<file path="config.mk">
export PLATFORM = sky130hd
export DESIGN_NAME = ram_bist_ctrl
export DESIGN_NICKNAME = d
export VERILOG_FILES = /design/src/rtl/ram_bist_ctrl_pkg.sv /design/src/rtl/bist_rd_pipe.sv /design/src/rtl/ram_bist_ctrl.sv
export SDC_FILE = /design/constraint.sdc
export NUM_CORES = 1
export LEC_CHECK = 0
export ABC_CLOCK_PERIOD_IN_PS = 2100
export CAP_MARGIN = 10
export CORE_AREA = 2 2 77 79
export CTS_CLUSTER_DIAMETER = 80
export CTS_CLUSTER_SIZE = 8
export DETAILED_ROUTE_END_ITERATION = 7
export DIE_AREA = 0 0 79 81
export PLACE_DENSITY = 0.6
export RECOVER_POWER = 50
export SYNTH_ARGS = -nofsm -noshare
export SYNTH_HDL_FRONTEND = slang
export SYNTH_SLANG_ARGS = --single-unit
export TNS_END_PERCENT = 1
</file>
<file path="constraint.sdc">
create_clock -name clk -period 2.1 [get_ports clk]
set_input_delay 0.21 -clock clk [delete_from_list [all_inputs] [get_ports clk]]
set_output_delay 0.21 -clock clk [all_outputs]
set_load 0.01 [all_outputs]
</file>
<file path="src/rtl/ram_bist_ctrl_pkg.sv">
// Shared types for the RAM BIST sequencer: FSM state encoding and error-counter sizing.
package ram_bist_ctrl_pkg;

  typedef enum logic [2:0] {
    ST_IDLE  = 3'd0,
    ST_WRITE = 3'd1,
    ST_READ  = 3'd2,
    ST_DRAIN = 3'd3,
    ST_DONE  = 3'd4
  } bist_state_e;

  // Error counter is ADDR_W plus this many bits, so two full passes of mismatches fit.
  localparam int unsigned ERR_EXTRA_W = 2;

endpackage

</file>
<file path="src/rtl/bist_rd_pipe.sv">
// Read-compare alignment pipe: delays {valid, addr, pat} of each issued read by RD_LAT
// clocks so the expected pattern arrives together with the RAM's read data.
module bist_rd_pipe #(
  parameter int unsigned ADDR_W = 5,
  parameter int unsigned RD_LAT = 1
) (
  input  logic              clk,
  input  logic              rst_n,
  input  logic              in_valid,
  input  logic [ADDR_W-1:0] in_addr,
  input  logic              in_pat,
  output logic              out_valid,
  output logic [ADDR_W-1:0] out_addr,
  output logic              out_pat
);

  logic [RD_LAT-1:0]             vld_q, vld_d;
  logic [RD_LAT-1:0]             pat_q, pat_d;
  logic [RD_LAT-1:0][ADDR_W-1:0] addr_q, addr_d;

  always_comb begin
    vld_d     = vld_q;
    pat_d     = pat_q;
    addr_d    = addr_q;
    vld_d[0]  = in_valid;
    pat_d[0]  = in_pat;
    addr_d[0] = in_addr;
    for (int unsigned i = 1; i < RD_LAT; i++) begin
      vld_d[i]  = vld_q[i-1];
      pat_d[i]  = pat_q[i-1];
      addr_d[i] = addr_q[i-1];
    end
  end

  always_ff @(posedge clk or negedge rst_n) begin
    if (!rst_n) begin
      vld_q  <= '0;
      pat_q  <= '0;
      addr_q <= '0;
    end else begin
      vld_q  <= vld_d;
      pat_q  <= pat_d;
      addr_q <= addr_d;
    end
  end

  assign out_valid = vld_q[RD_LAT-1];
  assign out_pat   = pat_q[RD_LAT-1];
  assign out_addr  = addr_q[RD_LAT-1];

endmodule

</file>
<file path="src/rtl/ram_bist_ctrl.sv">
// Two-pattern RAM BIST sequencer: writes addr / ~addr to every location, reads back,
// and reports pass/fail, a saturating error count and the first failing location.
module ram_bist_ctrl
  import ram_bist_ctrl_pkg::*;
#(
  parameter int unsigned DATA_W = 8,
  parameter int unsigned ADDR_W = 5,
  parameter int unsigned RD_LAT = 1
) (
  input  logic                       clk,
  input  logic                       rst_n,
  input  logic                       start,
  input  logic [DATA_W-1:0]          ram_q,
  output logic [ADDR_W-1:0]          ram_addr,
  output logic [DATA_W-1:0]          ram_data,
  output logic                       ram_wren,
  output logic                       busy,
  output logic                       done,
  output logic                       pass,
  output logic [ADDR_W+ERR_EXTRA_W-1:0] err_count,
  output logic [ADDR_W-1:0]          fail_addr,
  output logic                       fail_pat
);

  localparam int unsigned ERR_W   = ADDR_W + ERR_EXTRA_W;
  localparam int unsigned DRAIN_W = $clog2(RD_LAT + 1);
  localparam logic [ADDR_W-1:0] LAST_ADDR = '1;
  localparam logic [ERR_W-1:0]  ERR_MAX   = '1;
  localparam logic [DATA_W-1:0] PAT0_MASK = '0;
  localparam logic [DATA_W-1:0] PAT1_MASK = '1;

  function automatic logic [DATA_W-1:0] exp_data(input logic [ADDR_W-1:0] a, input logic p);
    logic [DATA_W-1:0] ext;
    ext = DATA_W'(a);
    return ext ^ (p ? PAT1_MASK : PAT0_MASK);
  endfunction

  bist_state_e          state_q, state_d;
  logic [ADDR_W-1:0]    addr_q, addr_d;
  logic                 pat_q, pat_d;
  logic [DRAIN_W-1:0]   drain_q, drain_d;
  logic [DATA_W-1:0]    data_q, data_d;
  logic                 wren_q, wren_d;
  logic                 busy_q, busy_d;
  logic                 done_q, done_d;
  logic                 pass_q, pass_d;
  logic [ERR_W-1:0]     err_q, err_d;
  logic [ADDR_W-1:0]    fail_addr_q, fail_addr_d;
  logic                 fail_pat_q, fail_pat_d;
  logic                 drain_last;
  logic                 cmp_vld, cmp_pat;
  logic [ADDR_W-1:0]    cmp_addr;

  assign drain_last = (drain_q == DRAIN_W'(RD_LAT - 1));

  bist_rd_pipe #(.ADDR_W(ADDR_W), .RD_LAT(RD_LAT)) u_rd_pipe (
    .clk       (clk),
    .rst_n     (rst_n),
    .in_valid  (state_q == ST_READ),
    .in_addr   (addr_q),
    .in_pat    (pat_q),
    .out_valid (cmp_vld),
    .out_addr  (cmp_addr),
    .out_pat   (cmp_pat)
  );

  always_ff @(posedge clk or negedge rst_n) begin
    if (!rst_n) state_q <= ST_IDLE;
    else        state_q <= state_d;
  end

  always_comb begin : next_state
    state_d = state_q;
    unique case (state_q)
      ST_IDLE, ST_DONE: if (start) state_d = ST_WRITE;
      ST_WRITE:         if (addr_q == LAST_ADDR) state_d = ST_READ;
      ST_READ:          if (addr_q == LAST_ADDR) state_d = ST_DRAIN;
      ST_DRAIN:         if (drain_last) state_d = pat_q ? ST_DONE : ST_WRITE;
      default:          state_d = ST_IDLE;
    endcase
  end

  // Outputs are computed from the next state so they line up with the state they describe.
  always_comb begin : outputs
    addr_d      = addr_q;
    pat_d       = pat_q;
    drain_d     = drain_q;
    err_d       = err_q;
    fail_addr_d = fail_addr_q;
    fail_pat_d  = fail_pat_q;

    if (cmp_vld && (ram_q != exp_data(cmp_addr, cmp_pat))) begin
      if (err_q != ERR_MAX) err_d = err_q + ERR_W'(1);
      if (err_q == '0) begin
        fail_addr_d = cmp_addr;
        fail_pat_d  = cmp_pat;
      end
    end

    unique case (state_q)
      ST_IDLE, ST_DONE: begin
        if (start) begin
          addr_d      = '0;
          pat_d       = 1'b0;
          drain_d     = '0;
          err_d       = '0;
          fail_addr_d = '0;
          fail_pat_d  = 1'b0;
        end
      end
      ST_WRITE: addr_d = (addr_q == LAST_ADDR) ? '0 : addr_q + ADDR_W'(1);
      ST_READ:  if (addr_q != LAST_ADDR) addr_d = addr_q + ADDR_W'(1);
      ST_DRAIN: begin
        drain_d = drain_q + DRAIN_W'(1);
        if (drain_last) begin
          drain_d = '0;
          if (!pat_q) begin
            pat_d  = 1'b1;
            addr_d = '0;
          end
        end
      end
      default: ;
    endcase

    wren_d = (state_d == ST_WRITE);
    data_d = wren_d ? exp_data(addr_d, pat_d) : '0;
    busy_d = (state_d == ST_WRITE) || (state_d == ST_READ) || (state_d == ST_DRAIN);
    done_d = (state_d == ST_DONE);
    pass_d = done_d && (err_d == '0);
  end

  always_ff @(posedge clk or negedge rst_n) begin
    if (!rst_n) begin
      addr_q      <= '0;
      pat_q       <= 1'b0;
      drain_q     <= '0;
      data_q      <= '0;
      wren_q      <= 1'b0;
      busy_q      <= 1'b0;
      done_q      <= 1'b0;
      pass_q      <= 1'b0;
      err_q       <= '0;
      fail_addr_q <= '0;
      fail_pat_q  <= 1'b0;
    end else begin
      addr_q      <= addr_d;
      pat_q       <= pat_d;
      drain_q     <= drain_d;
      data_q      <= data_d;
      wren_q      <= wren_d;
      busy_q      <= busy_d;
      done_q      <= done_d;
      pass_q      <= pass_d;
      err_q       <= err_d;
      fail_addr_q <= fail_addr_d;
      fail_pat_q  <= fail_pat_d;
    end
  end

  assign ram_addr  = addr_q;
  assign ram_data  = data_q;
  assign ram_wren  = wren_q;
  assign busy      = busy_q;
  assign done      = done_q;
  assign pass      = pass_q;
  assign err_count = err_q;
  assign fail_addr = fail_addr_q;
  assign fail_pat  = fail_pat_q;

endmodule

</file>
After elaboration in Yosys (flattened, before gate mapping)
Cells that the tools add are included.
W data, S select, Z words.

storage, ports and cells
  bits in registers = 42
  bits in latches = 0
  RAM bits = 0
  bits in read-only memories = 0
  input bits = 11
  output and inout bits = 30
  word-level logic and storage cells = 76
  memories kept = 0

cells by class
  add/subtract/negate cells = 3
  multiply operators = 0
  divide/modulo/power cells = 0
  $lt $le $gt $ge = 0
  eq/ne operators = 13
  shifts and indexed selects = 0
  mux-type cells = 33
  bitwise operators = 2
  reductions and logical operators = 10

operator list
  kind                   number
  $mux W5                9
  $mux W7                4
  $mux W8                3
  $pmux W5 S4            1
  $xor A5 B8 Y8          2
  $mux W3                5
  $logic_not A7 Y1       2
  $eq A3 B2 Y1 const B   4
  $pmux W3 S4            1
  $mux W1                8
  $ne A8 B8 Y1           1
  $add A7 B1 Y7 const B  1
  $ne A7 B7 Y1 const B   1
  $eq A3 B1 Y1 const B   2
  $eq A3 B3 Y1 const B   2
  $add A5 B1 Y5 const B  1
  $eq A5 B5 Y1 const B   1
  $ne A5 B5 Y1 const B   1
  $pmux W1 S2            2
  $logic_not A3 Y1       1
  $logic_and A1 B1 Y1    2
  $logic_or A1 B1 Y1     2
  $ne A2 B2 Y1 const B   1
  $reduce_and A2 Y1      1
  other kinds (3)        3

Longest topological paths before layout
Gate-level depths: netlist of run 1.

  word-level depth = 9
  depth in mapped cells = 10
  mapped depth without buffers = 10

Modules after synthesis
A second synthesis of run 1 with hierarchy kept.

unflattened totals
  cells, all modules = 176
  area total of the unflattened synthesis = 1869.3 µm²

modules (own cells, without submodules)
  module         instances  cells each  area an instance (µm²)  sequential area each (µm²)
  ram_bist_ctrl  1          169         1694.1                  800.8
  bist_rd_pipe   1          7           175.2                   175.2

Worst setup path before layout of run 1
Ideal clock, no wire load.

  path kind = register -> register
  from = reg addr_q[0], in the netlist ram_addr[0]
  to = reg data_q[6], in the netlist ram_data[6]
  library setup time = 0.080 ns
  arrival = 1.876 ns
  data required time = 2.020 ns
  path slack = 0.143 ns
  stages on the path, launching flop included = 10
  buffers on the path = 0
  period minus slack after synthesis = 1.957 ns
  cell sequence = dfrtp_1 > ha_1 > nand3_1 > inv_1 > ha_1 > mux2i_1 > a311o_1 > nand2_1 > nand3b_1 > a21oi_1

between the ends
  longest elaborated chain between the ends = 5
  elaborated cells between the ends (all ways) = 6
  those cells by class = 2 x eq/ne; 4 x mux

RTL lines
  element                     line                                      source
  from (decl)                 ram_bist_ctrl.sv:39                       logic [ADDR_W-1:0] addr_q, addr_d;
  from (signal assigned)      ram_bist_ctrl.sv:147                      addr_q <= addr_d;
  $eq A5 B5 Y1 (*)            ram_bist_ctrl.sv:76, ram_bist_ctrl.sv:77
  $mux W3 (on tied branches)  ram_bist_ctrl.sv:77, ram_bist_ctrl.sv:76
  $pmux W3 S4 (*)             ram_bist_ctrl.sv:74                       unique case (state_q)
  via state_d[0]              ram_bist_ctrl.sv:38                       bist_state_e state_q, state_d;
  $eq A3 B1 Y1 (*)            ram_bist_ctrl.sv:126                      wren_d = (state_d == ST_WRITE);
  $mux W8 (*)                 ram_bist_ctrl.sv:127                      data_d = wren_d ? exp_data(addr_d, pat_d) : '0;
  to (signal assigned)        ram_bist_ctrl.sv:150                      data_q <= data_d;
  to (decl)                   ram_bist_ctrl.sv:42                       logic [DATA_W-1:0] data_q, data_d;

The timed path passes the listed nets; every way through them passes the cells marked *.
A chain may end at the register's enable or synchronous reset.

Worst setup path in the final report of run 1
  from = reg err_q[0], in the netlist err_count[0]
  to = reg pass_q, in the netlist pass

between the ends
  longest elaborated chain between the ends = 7
  elaborated cells between the ends (all ways) = 8
  those cells by class = 1 x add/sub; 1 x eq/ne; 4 x mux; 2 x reduce/logical

RTL lines
  element                                               line                  source
  from (decl)                                           ram_bist_ctrl.sv:47   logic [ERR_W-1:0] err_q, err_d;
  from (signal assigned)                                ram_bist_ctrl.sv:155  err_q <= err_d;
  $add A7 B1 Y7 / $ne A7 B7 Y1 (equally long branches)  ram_bist_ctrl.sv:93   if (err_q != ERR_MAX) err_d = err_q + ERR_W'(1);
  $mux W7                                               ram_bist_ctrl.sv:93
  $mux W7 (*)                                           ram_bist_ctrl.sv:92   if (cmp_vld && (ram_q != exp_data(cmp_addr, cmp_pat))) begin
  $mux W7                                               ram_bist_ctrl.sv:102  if (start) begin
  $mux W7 (*)                                           ram_bist_ctrl.sv:100  unique case (state_q)
  $logic_not A7 Y1 (*)                                  ram_bist_ctrl.sv:130  pass_d = done_d && (err_d == '0);
  $logic_and A1 B1 Y1 (*)                               ram_bist_ctrl.sv:130
  via pass_d                                            ram_bist_ctrl.sv:46   logic pass_q, pass_d;
  to (signal assigned)                                  ram_bist_ctrl.sv:154  pass_q <= pass_d;
  to (decl)                                             ram_bist_ctrl.sv:46

Marked as above.

==> results of run 1 <==
==> power by group through the flow <==
stage,registers (W),clock network [W],logic [W]
floorplan,0.00117,0,0.000680
global placement,0.00113,0,0.00124
detailed placement,0.00113,0,0.00126
CTS,0.00112,0.000614,0.00127
global route,0.00115,0.000646,0.00137
finish,0.00112,0.000595,0.00123
==> per-stage QoR <==
step | TNS (ps) | util [%] | hold slack [ps]
floorplan | 0 | - | -85.6
global placement | -37.8 | 43.1 | 36.3
detailed placement | -195 | 43.1 | 34.8
CTS | 0 | 45.0 | 257
global route | -9.09 | 45.1 | 333
finish | 0 | 45.1 | 303
==> layer usage <==
metal	share of wire, %	GRT usage (%)
met1	48	18.2
met2	46	22.1
met3	4.5	2.56
met4	1.4	6.21
met5	0	0
==> worst max-delay path, delay by kind of cell (launching register included) <==
family                   cells  cell delay, ps
AO/OA/AOI/OAI                2             510
adder cells (fa/ha/maj)      1             230
flip-flops                   1             390
AND/OR/NAND/NOR              5             750
==> sequential cells by signal, summed over array words and instances, names as in the netlist <==
register             flops
err_count                7
ram_data                 6
fail_addr                5
ram_addr                 5
u_rd_pipe.out_addr       5
state_q                  3
busy                     1
done                     1
fail_pat                 1
pass                     1
pat_q                    1
ram_wren                 1
u_rd_pipe.out_pat        1
u_rd_pipe.out_valid      1
==> layout by cell type (no fill, tap or decap), drive strengths merged, types with 6 or more instances in the layout <==
cell type      count
a21oi             13
buf                7
clkbuf            12
clkdlybuf4s50     35
dfrtp             39
ha                 6
inv               15
mux2i              9
nand2             10
nor2              16
xnor2             10
==> what timing repair did <==
action,CTS,global route
setup endpoints to repair,0,6
hold buffers,1,0
gates resized for setup,0,5
endpoints found under the hold margin,39,0
==> synth_stat cells, types with 2 or more instances <==
cell type  number  area [µm²]
o221ai_1        2        17.5
o21ai_1         2        10.0
buf_4           3        22.5
nand4_1         2        12.5
inv_1          12        45.0
nor2_1         16        60.1
clkbuf_1        2        7.51
nand2_1        10        37.5
dfrtp_1        39         976
o21ai_0         2        10.0
mux2i_1         9        90.1
a21o_1          2        15.0
nand3_1         5        25.0
inv_2           3        11.3
xnor2_1        10        87.6
a21oi_1        10        50.1
nand2b_1        2        12.5
nor3_1          2        10.0
buf_2           2        10.0
and3_1          4        25.0
ha_1            6        75.1
nor4_2          2        25.0
a32o_1          3        30.0
==> kinds of logic after synthesis <==
kind of cell,after synthesis,synth area share (%)
buf+inv,22,5.06
mux,9,4.73
compound gates,33,13.7
fa+ha+maj,6,3.94
flops,39,51.2
xor+xnor,11,5.06
simple gates,56,16.3
==> layout make-up <==
class | instances | share of cell area, %
Sequential cell | 39 | 38.1
Multi-Input combinational cell | 116 | 33.4
Timing Repair Buffer | 53 | 18.6
Tap cell | 75 | 3.67
Clock buffer | 6 | 2.83
Inverter | 15 | 2.20
Clock inverter | 1 | 1.17
==> how the worst max path moves through the flow <==
stage                          start           to  slack (ps)
2_1_floorplan            ram_addr[0]  ram_data[6]         140
6_report                err_count[0]         pass         130
5_1_grt        u_rd_pipe.out_addr[1]         pass          -9
3_3_place_gp                ram_q[2]         pass         -40
3_5_place_dp                ram_q[3]         pass         -70
4_1_cts                  ram_addr[0]  ram_data[3]          30
==> flow_summary.json, run 1 <==
{
  "synth.ff_latch_count": 39,
  "crit_chain": "ha_1 > and3_1 > nand4_1 > nand2_2 > a2111o_1 > o311ai_1 > nand4b_1 > nor4_2",
  "row_count": 28,
  "dieArea_um2": 6400,
  "maxCapViolations": 0,
  "avgViaCountPerCell": 4.81,
  "grtUsageTotal_pct": 13.8,
  "critPathRequiredTime_ps": 2300,
  "synthArstFlopShare_pct": 100,
  "antenna_found_initial": 0,
  "slew_headroom_pct": 31.6,
  "syn2layout_area_growth_pct": 34.4,
  "avgRoutedWirePerCell_um": 13.8,
  "r2r_start": "err_count[0]",
  "grt-ovfl-total": 0,
  "numPortBuffers": 40,
  "rsz0062_at_grt": "yes",
  "ctsLongestPathBuffers": 2,
  "insertion_delay_ps": 290,
  "final.period_utilization_pct": 93.8,
  "cell_internal_pwr_w": 0.00193,
  "avgSynthCellArea_um2": 10.8,
  "min_path_type": "primary input to asynchronous set/reset pin",
  "slew_viol_final": 0,
  "dp_hpwl_mm": 3.07,
  "clk_pin_slew_ps": 80,
  "drc_errors": 0,
  "fin_nets": 247,
  "swShare_pct": 34.4,
  "powerDensity_nw_per_um2": 1150,
  "die_height_um": 81,
  "worstPathArrival_ps": 2170,
  "finalSetupViolCount": 0,
  "clkSinkCount": 39,
  "p_seq_share_pct": 38.0,
  "nFillCells": 571,
  "coreArea_um2": 5680,
  "endpoint_kind": "flip-flop",
  "cts_root_buf": "clkbuf_8",
  "antenna_cells": 0,
  "cts_tree": "yes",
  "start_kind": "flip-flop",
  "drt_iter0_drc": 107,
  "first_pass_iters": 4,
  "worst_slack_ps": 130,
  "fin_area_um2": 2560,
  "p_leak_nw": 1.13,
  "period_needed_ps": 1970,
  "power_w": 0.00295,
  "grt_max_degree": 20,
  "cts_inserted_buffers": 5,
  "synth_cell_types": 49,
  "regArea_um2": 976,
  "grt_pass1_vias": 1520,
  "ctsHtreeMaxLevel": 2,
  "final_antenna_net_count": 0,
  "gp_congestion": 0.859,
  "synthCells": 176,
  "drt_wl_total_mm": 4.22,
  "pin_count": 41,
  "chipWidth_um": 79,
  "syn_area_um2": 1900,
  "r2r_slack_ps": 130,
  "post_cts_buffers": 0,
  "ys_warn_count": 0,
  "rr_endpoint": "pass",
  "crit_fanout": 4,
  "cp_slowest_cell": "a2111o_1",
  "grt_pass1_wl_mm": 6.93,
  "hold_viol": 0,
  "synth-main-ff-cell": "dfrtp_1",
  "clock.fmax_mhz": 508,
  "path_class": "flip-flop to flip-flop",
  "ir_worst_vdd_uv": 559,
  "max_stage_delay_ps": 410,
  "clkPwrFrac_pct": 20.2,
  "layout.cells.non_filler": 305,
  "p_switching_w": 0.00102,
  "status": "complete, no violations",
  "dp_cells": 296,
  "ys_seq_area_share_pct": 51.2,
  "drive_above_1_share_pct": 12.6,
  "power_frac_comb_pct": 41.8,
  "start_util_pct": 33.6,
  "r2r.worst_path.cells": 8,
  "multiInputGateArea_um2": 856,
  "synthesis.nets": 193,
  "fin_skew_ps": 9.22,
  "via_count": 1468,
  "place_ws_ps": -70.5,
  "post_dp_cell_area_um2": 2440,
  "synth-edff-count": 0,
  "worst_pin_slew_ps": 1030
}
Power figures use the tool's default switching activity.
==> run 2: changes to the inputs <==
Settings changed: ABC_CLOCK_PERIOD_IN_PS 2100 to 1600, CAP_MARGIN 10 to unset, PLACE_DENSITY 0.6 to 0.62.
Clock period 2.1 ns to 1.6 ns, I/O delays scaled along.
==> run 2 against run 1 <==
The run now ends with negative setup slack left. Clock skew shrank 2.1 ps. Count of clock-buffer cells in the layout increased by 1. Non-clock buffer count is 36 higher. Combinational power increased by 80%. Critical path type unchanged.
==> flow_summary.json, run 2 (same netlist as run 1, synthesis figures left out) <==
{
  "dieArea_um2": 6400,
  "worst_pin_slew_ps": 973,
  "top_layer": "met4",
  "met1_length_mm": 2.09,
  "row_count": 28,
  "first_pass_iters": 4,
  "clkSinkCount": 39,
  "insertion_delay_ps": 290,
  "start_kind": "flip-flop",
  "final.period_utilization_pct": 120,
  "grtUsageTotal_pct": 15.2,
  "final_antenna_net_count": 0,
  "drt_wl_total_mm": 4.59,
  "syn2layout_area_growth_pct": 56.3,
  "status": "finished with violations",
  "path_class": "flip-flop to flip-flop",
  "grt-ovfl-total": 0,
  "drt_iter0_drc": 64,
  "final_cell_mix": "clkdlybuf4s50_1 (38), buf_4 (38), dfrtp_1 (37)",
  "violations": "negative setup slack",
  "die_height_um": 81,
  "fin_setup_tns_ps": -4290,
  "ctsHtreeMaxLevel": 2,
  "p_leak_nw": 1.33,
  "wl_met3_um": 147,
  "endpoint_kind": "flip-flop",
  "worstPathArrival_ps": 2120,
  "dp_hpwl_mm": 3.24,
  "gp_congestion": 0.841,
  "layout.cells.non_filler": 341,
  "hold_viol": 0,
  "min_path_type": "flip-flop to flip-flop",
  "finalSetupViolCount": 24,
  "fin_skew_ps": 7.08,
  "clk_pin_slew_ps": 80,
  "antenna_found_initial": 0,
  "ctsLongestPathBuffers": 2,
  "place_ws_ps": -465,
  "numPortBuffers": 40,
  "avgViaCountPerCell": 4.72,
  "via_count": 1609,
  "drive_above_1_share_pct": 33.8,
  "grt_max_degree": 40,
  "grt_pass1_vias": 1575,
  "avgRoutedWirePerCell_um": 13.4,
  "slew_headroom_pct": 35.1,
  "slew_viol_final": 0,
  "grt_pass1_wl_mm": 7.61,
  "chipWidth_um": 79,
  "critPathRequiredTime_ps": 1800,
  "coreArea_um2": 5680,
  "r2r_slack_ps": -320,
  "cts_root_buf": "clkbuf_8",
  "cts_tree": "yes",
  "fin_nets": 282,
  "rsz0062_at_grt": "yes",
  "final_util_pct": 52.4,
  "dp_cells": 327,
  "start_util_pct": 33.6,
  "period_needed_ps": 1920,
  "wl_met2_mm": 2.29,
  "crit_fanout": 4,
  "cts_inserted_buffers": 5,
  "clock.fmax_mhz": 520,
  "powerDensity_nw_per_um2": 1480,
  "largest_register_ffs": 7,
  "drc_errors": 0,
  "pin_count": 41,
  "ir_worst_vdd_uv": 655,
  "worst_slack_ps": -324,
  "antenna_cells": 0,
  "maxCapViolations": 0
}
-- run 2: cell count changes in the layout (fill, tap and decap cells not counted), sizes merged --
cell	change
clkdlybuf4s50	+3
a21oi	-1
clkbuf	+2
dlymetal6s2s	+1
bufinv	-1
buf	+35
dlygate4sd3	-4
clkinvlp	+1
-- run 2: area by class of cell --
class	instances	area, µm²
timing repair buffer	89	754
multi-input combinational	115	990
inverter	15	56.3
clock inverter	1	7.51
clock buffer	7	96.3
fill	522	2700
tap	75	93.8
sequential	39	978
-- run 2: worst paths after layout --
path,cells after the start,start,endpoint
max,8,u_rd_pipe.out_addr[1],pass
min,2,fail_addr[1],fail_addr[1]
max reg2reg,8,u_rd_pipe.out_addr[1],pass
min reg2reg,2,fail_addr[1],fail_addr[1]
max in group asynchronous,3,rst_n,ram_addr[1]
min in group asynchronous,3,rst_n,err_count[1]
-- run 2: stage by stage --
| step | area (µm²) | power [W] | hold slack (ps) |
|---|---|---|---|
| 2_1_floorplan | 1940 | 0.00247 | -136 |
| 3_3_place_gp | 2720 | 0.00343 | 243 |
| 3_5_place_dp | 2720 | 0.00346 | 251 |
| 4_1_cts | 2890 | 0.00434 | 460 |
| 5_1_grt | 2980 | 0.00476 | 564 |
| 6_report | 2980 | 0.00441 | 533 |
-- run 2: repair_timing --
| action | in CTS | in global routing |
|---|---|---|
| hold endpoints to repair | 39 | 0 |
| gates resized for setup | 4 | 22 |
| pin swaps | 2 | 5 |
| endpoints found under the setup margin | 22 | 26 |
| setup buffers | 5 | 0 |
| hold buffers | 1 | 0 |
-- run 2: report_power, final --
part | switching [W] | internal (W)
Clock | 0.000347 | 0.000392
Sequential | 0.000201 | 0.00126
Combinational | 0.00101 | 0.00119
-- run 2: layer usage --
| metal | GRT usage [%] | vias to the layer above |
|---|---|---|
| met5 | 0 | - |
| met2 | 24.7 | 27 |
| met1 | 20.5 | 780 |
| li1 | - | 797 |
| met4 | 4.66 | 0 |
| met3 | 3.33 | 5 |
-- run 2: critical path, stage by stage (launching register included) --
cell	delay, ps
dfrtp_1	410
xnor2_1	150
buf_4	140
nor4_4	300
o2bb2ai_4	170
a21oi_1	110
mux2i_1	170
nand4b_1	220
nor4_2	160
==> run 3: changes to the inputs <==
Settings changed: CTS_CLUSTER_SIZE 8 to unset.
==> results of run 3 <==
No change in the layout: final DEF, timing and power equal those of run 2.
